[src/rtl/gate_vector_tester.sv]
// Sequencer that applies every input combination to NUM_GATES identical gates of an IC,
// waits a settle time per vector, samples the outputs and reports per-gate and overall results.
module gate_vector_tester #(
    parameter int NUM_GATES     = 4,
    parameter int GATE_INPUTS   = 2,
    parameter int SETTLE_CYCLES = 12500005
) (
    input  logic                             clk,
    input  logic                             rst_n,
    input  logic                             start,
    input  logic [2:0]                       gate_sel,
    input  logic                             icg,
    input  logic [NUM_GATES-1:0]             sense,
    output logic [NUM_GATES*GATE_INPUTS-1:0] drive,
    output logic                             busy,
    output logic                             done,
    output logic [NUM_GATES-1:0]             gate_pass,
    output logic [NUM_GATES-1:0]             gate_fail,
    output logic                             pass,
    output logic                             fail,
    output logic [1:0]                       state_dbg
);

    // Handshake: start is a level sampled only in IDLE (icg must be high); busy stays high
    // from the accepting edge until the DONE edge, where done pulses for exactly one cycle and
    // the result outputs become valid and hold until the next accepted start, icg low or reset.

    localparam int NUM_VEC = 2 ** GATE_INPUTS;
    localparam int V_W     = GATE_INPUTS + 1;
    localparam int CNT_W   = (SETTLE_CYCLES > 1) ? $clog2(SETTLE_CYCLES) : 1;

    localparam logic [CNT_W-1:0] CNT_LOAD = CNT_W'(SETTLE_CYCLES - 1);
    localparam logic [V_W-1:0]   LAST_VEC = V_W'(NUM_VEC - 1);

    typedef enum logic [1:0] {
        S_IDLE   = 2'd0,
        S_SETTLE = 2'd1,
        S_SAMPLE = 2'd2,
        S_DONE   = 2'd3
    } state_t;

    state_t                 state;
    logic [2:0]             sel_q;
    logic [V_W-1:0]         vec;
    logic [V_W-1:0]         vec_next;
    logic [CNT_W-1:0]       cnt;
    logic [NUM_GATES-1:0]   mism;
    logic [NUM_GATES-1:0]   sample_mism;
    logic                   exp_bit;

    function automatic logic expected_out(input logic [2:0] sel,
                                          input logic [GATE_INPUTS-1:0] v);
        logic r;
        r = 1'b0;
        case (sel)
            3'b000:  r = &v;
            3'b001:  r = |v;
            3'b010:  r = ~&v;
            3'b011:  r = ~|v;
            3'b100:  r = ^v;
            3'b101:  r = ~^v;
            3'b110:  r = ~v[0];
            default: r = v[0];
        endcase
        return r;
    endfunction

    always_comb begin
        exp_bit     = expected_out(sel_q, vec[GATE_INPUTS-1:0]);
        sample_mism = sense ^ {NUM_GATES{exp_bit}};
        vec_next    = vec + V_W'(1);
    end

    assign state_dbg = state;

    // icg low is treated exactly like reset: an IC pulled mid-run leaves nothing behind.
    always_ff @(posedge clk) begin
        if (!rst_n || !icg) begin
            state     <= S_IDLE;
            sel_q     <= 3'b000;
            vec       <= '0;
            cnt       <= '0;
            mism      <= '0;
            drive     <= '0;
            busy      <= 1'b0;
            done      <= 1'b0;
            gate_pass <= '0;
            gate_fail <= '0;
            pass      <= 1'b0;
            fail      <= 1'b0;
        end else begin
            case (state)
                S_IDLE: begin
                    done  <= 1'b0;
                    busy  <= 1'b0;
                    drive <= '0;
                    if (start) begin
                        sel_q     <= gate_sel;
                        vec       <= '0;
                        mism      <= '0;
                        gate_pass <= '0;
                        gate_fail <= '0;
                        pass      <= 1'b0;
                        fail      <= 1'b0;
                        cnt       <= CNT_LOAD;
                        busy      <= 1'b1;
                        state     <= S_SETTLE;
                    end
                end
                S_SETTLE: begin
                    drive <= {NUM_GATES{vec[GATE_INPUTS-1:0]}};
                    if (cnt == '0) begin
                        state <= S_SAMPLE;
                    end else begin
                        cnt <= cnt - CNT_W'(1);
                    end
                end
                S_SAMPLE: begin
                    mism <= mism | sample_mism;
                    if (vec == LAST_VEC) begin
                        state <= S_DONE;
                    end else begin
                        // Present the next vector on this edge so it gets the full settle window.
                        vec   <= vec_next;
                        drive <= {NUM_GATES{vec_next[GATE_INPUTS-1:0]}};
                        cnt   <= CNT_LOAD;
                        state <= S_SETTLE;
                    end
                end
                S_DONE: begin
                    gate_fail <= mism;
                    gate_pass <= ~mism;
                    pass      <= &(~mism);
                    fail      <= |mism;
                    done      <= 1'b1;
                    busy      <= 1'b0;
                    drive     <= '0;
                    state     <= S_IDLE;
                end
                default: begin
                    state <= S_IDLE;
                end
            endcase
        end
    end

endmodule
[config.mk]
export PLATFORM = sky130hd
export DESIGN_NAME = gate_vector_tester
export DESIGN_NICKNAME = d
export VERILOG_FILES = /design/src/rtl/gate_vector_tester.sv
export SDC_FILE = /design/constraint.sdc
export NUM_CORES = 1
export LEC_CHECK = 0
export CORE_MARGIN = 5
export CORE_UTILIZATION = 57
export CTS_BUF_LIST = sky130_fd_sc_hd__clkbuf_8
export DETAILED_ROUTE_END_ITERATION = 8
export GPL_TIMING_DRIVEN = 0
export PLACE_DENSITY = 0.9
export SLEW_MARGIN = 20
export SYNTH_ARGS = -nofsm -noshare
export SYNTH_HDL_FRONTEND = slang
export SYNTH_SLANG_ARGS = --single-unit
[constraint.sdc]
create_clock -name clk -period 4 [get_ports clk]
set_clock_uncertainty 0.05 [all_clocks]
set_input_delay 0.6 -clock clk [delete_from_list [all_inputs] [get_ports clk]]
set_output_delay 0.6 -clock clk [all_outputs]
set_load 0.02 [all_outputs]
==> flow_summary.toml <==
[final_layout]
drive_gt1_frac = 0.0718
multi_input_area_mm2 = 0.00157
n_antenna_cell = 0
fin_nets = 396
syn_to_final_growth_pct = 18.5
n_fill_cell = 367
register_area_mm2 = 0.00100

[global_route]
gr-total-overflow = 0
grt_max_degree = 17
grt_usage = 0.235
antenna_found_initial = 0
grt_pass1_vias = 2541
grt_pass1_wl_um = 11700

[synth]
syn_nets = 357
ys_ff_latch = 50
ys_types = 48
synth_top_cell_by_area = "dfxtp_1"
synth_xor_area_frac = 0.00645
synthSimpleGateAreaFrac = 0.272
synth_compound_area_frac = 0.238
synth_edf_count = 0
syn-mean-instance-area_um2 = 8.08
synth_top_family_by_area = "simple AND/OR/NAND/NOR gates"
synthFlopType = "dfxtp_1"
synth_top_area_frac = 0.368
synth_area_leaders = "dfxtp_1, a21oi_1, nor2_1"
synthArstFlopShare = 0
synth_fa_ha_area_frac = 0.0461
synth.area.mux_share = 0.0147
syn_area_mm2 = 0.00272
yosys_warnings = 0
synth_cells = 336
ys_seq_area_frac = 0.368

[clocking]
ctsResizeCount = 0
worstSkewPairLatency_ns = 0.31
h-tree-depth = 2
post_cts_buffers = 0
path_clk_slew_ns = 0.10
cts_hold_buf = 0
clock_sinks = 50
cts-root-buf = "clkbuf_8"
cts.path.max_buffers = 2
cts_tree = "yes"
cts_made_buffers = 5

[hold_path]
min_path_type = "reg2reg"

[setup_path]
start_kind = "flop"
arrival_ns = 3.03
path_max_fanout = 10
end_kind = "flop"
path_class = "reg2reg"
cp_data_required_time_ns = 4.20

[timing]
slew_headroom = 0.415
setup_viol = 0
tightest_slew_ns = 0.872
period_needed_ns = 2.83
slew_viol_final = 0
setup_slack_ns = 1.17
rsz0062_at_grt = "false"
min_period_over_period = 0.707
setup_tns_ns = 0
fmax_mhz = 354
timing.final.hold_violations = 0

[floorplanning]
start_util = 0.583
die_area_mm2 = 0.00625
die_x_um = 79.0
core-area_mm2 = 0.00466
num_rows = 25
io_pins = 33
die_h_um = 79.0

[pwr]
sw_frac_of_total = 0.301
p_comb_frac = 0.204
power.leakage_nw = 1.20
internal_power_w = 0.000790
power_switching_w = 0.000341
finalPower_w = 0.00113
p_clk_frac = 0.325
power_density_mw_per_mm2 = 351
vdd_drop_max_uv = 260
pwr-share-seq = 0.471

[route]
drtIter0Drc = 191
viasPerCell = 6.24
drt_wl_total_um = 6990
firstDrtPassIters = 4
avgRoutedWirePerCell_um = 16.3
ant_nets = 0
vias = 2683
drc = 0

[place]
hpwl_um = 5180
place.gp.congestion = 0.905
place_ws_ns = 1.12
port-buffer-count = 32

[flow_run]
maxCapViolations = 0

[run_status]
status = "completed"
synth_stat cells, types with 8 or more instances:
| master | instances |
|---|---|
| o21ai_0 | 11 |
| ha_1 | 10 |
| a21oi_1 | 30 |
| nand3_1 | 8 |
| nor3_1 | 12 |
| inv_1 | 9 |
| dfxtp_1 | 50 |
| nor2_1 | 37 |
| a22oi_1 | 9 |
| or4_1 | 13 |
| or3_1 | 8 |
| o31ai_1 | 15 |
| nand2_1 | 31 |
| clkbuf_1 | 11 |
stage by stage:
| stage | hold WS [ns] | area (um2) | std cells | util |
|---|---|---|---|---|
| 2_1_floorplan | 0.395 | 2720 | 336 | - |
| 3_3_place_gp | 0.407 | 3100 | 422 | 0.666 |
| 3_5_place_dp | 0.412 | 3100 | 422 | 0.666 |
| 4_1_cts | 0.425 | 3220 | 430 | 0.690 |
| 5_1_grt | 0.453 | 3220 | 430 | 0.690 |
| 6_report | 0.435 | 3220 | 430 | 0.690 |
critical path: stages, from the launching register on:
cell,delay (ns)
dfxtp_1,0.39
or4_4,0.59
or3_1,0.38
buf_6,0.16
nor4_2,0.43
buf_2,0.30
buf_4,0.21
o31ai_1,0.08
a31oi_1,0.16
cell type report:
| cell class | count | share of cell area |
|---|---|---|
| buffer | 21 | 0.0354 |
| clock buffer | 5 | 0.0214 |
| clock inverter | 3 | 0.0140 |
| inverter | 9 | 0.0105 |
| multi-input combinational | 256 | 0.487 |
| sequential | 50 | 0.311 |
| tap | 54 | 0.0210 |
| timing repair buffer | 32 | 0.0995 |
final timing paths:
kind,from,end,slack (ns),depth (start not counted)
setup / recovery,cnt[8]$_SDFFE_PP0P_,cnt[20]$_SDFFE_PP0P_,1.17,8
setup reg to reg,cnt[8]$_SDFFE_PP0P_,cnt[20]$_SDFFE_PP0P_,1.17,8
hold / removal,sel_q[2]$_SDFFE_PP0P_,sel_q[2]$_SDFFE_PP0P_,0.44,2
hold reg to reg,sel_q[2]$_SDFFE_PP0P_,sel_q[2]$_SDFFE_PP0P_,0.44,2
state kept, by name, indices dropped and copies added, names as in the netlist:
| signal | cells |
|---|---|
| sel_q | 3 |
| pass | 1 |
| done | 1 |
| mism | 4 |
| drive | 2 |
| cnt | 24 |
| gate_pass | 4 |
| gate_fail | 4 |
| busy | 1 |
| vec | 3 |
| state_dbg | 2 |
| fail | 1 |
cell usage in the layout, fill, tap and decap left out, types with 2 or more instances in the layout:
cell type        count
a22oi_1              9
or4_4                2
a41o_1               2
nand2b_1             5
o21ai_0             11
clkdlybuf4s50_1     32
o31ai_1             15
nor4_1               4
a31oi_1              6
o21ai_1              4
nor3_1              12
xor2_1               2
dfxtp_1             50
clkinvlp_4           2
a21o_1               3
nand2_1             31
nor2_1              37
or4_1               13
a311oi_1             2
o221a_2              3
mux2i_1              4
or3_1                8
clkbuf_8             5
inv_1                9
nand3_1              8
or4b_2               2
a211oi_1             3
nand4b_1             2
and2_1               2
nor2b_1              4
a21oi_1             30
buf_4                7
o21a_1               7
ha_1                10
nand4_1              3
clkbuf_1            11
cell families (layout without fill, tap and decap cells):
logic type	Yosys count	in the layout
and+or+nand+nor	141	141
adders and majority gates	10	10
xor gates and xnor gates	2	2
buffers and inverters	30	70
AOI/OAI and AO/OA	99	99
DFF	50	50
muxes	4	4
metal layers:
metal,vias to the layer above,GRT usage,share of wire
li1,1321,-,-
met1,1256,0.290,0.42
met2,96,0.402,0.49
met3,10,0.0522,0.072
met4,0,0.0808,0.013
met5,-,0,0
power by group through the flow:
stage | Sequential (W) | Combinational (W) | Clock, W
after floorplan | 0.000540 | 0.000166 | 0
after global placement | 0.000542 | 0.000219 | 0
after detailed placement | 0.000543 | 0.000226 | 0
after CTS | 0.000532 | 0.000227 | 0.000372
after global routing | 0.000535 | 0.000253 | 0.000391
final | 0.000533 | 0.000230 | 0.000368
Note: power is estimated with default switching activity, not from simulation.
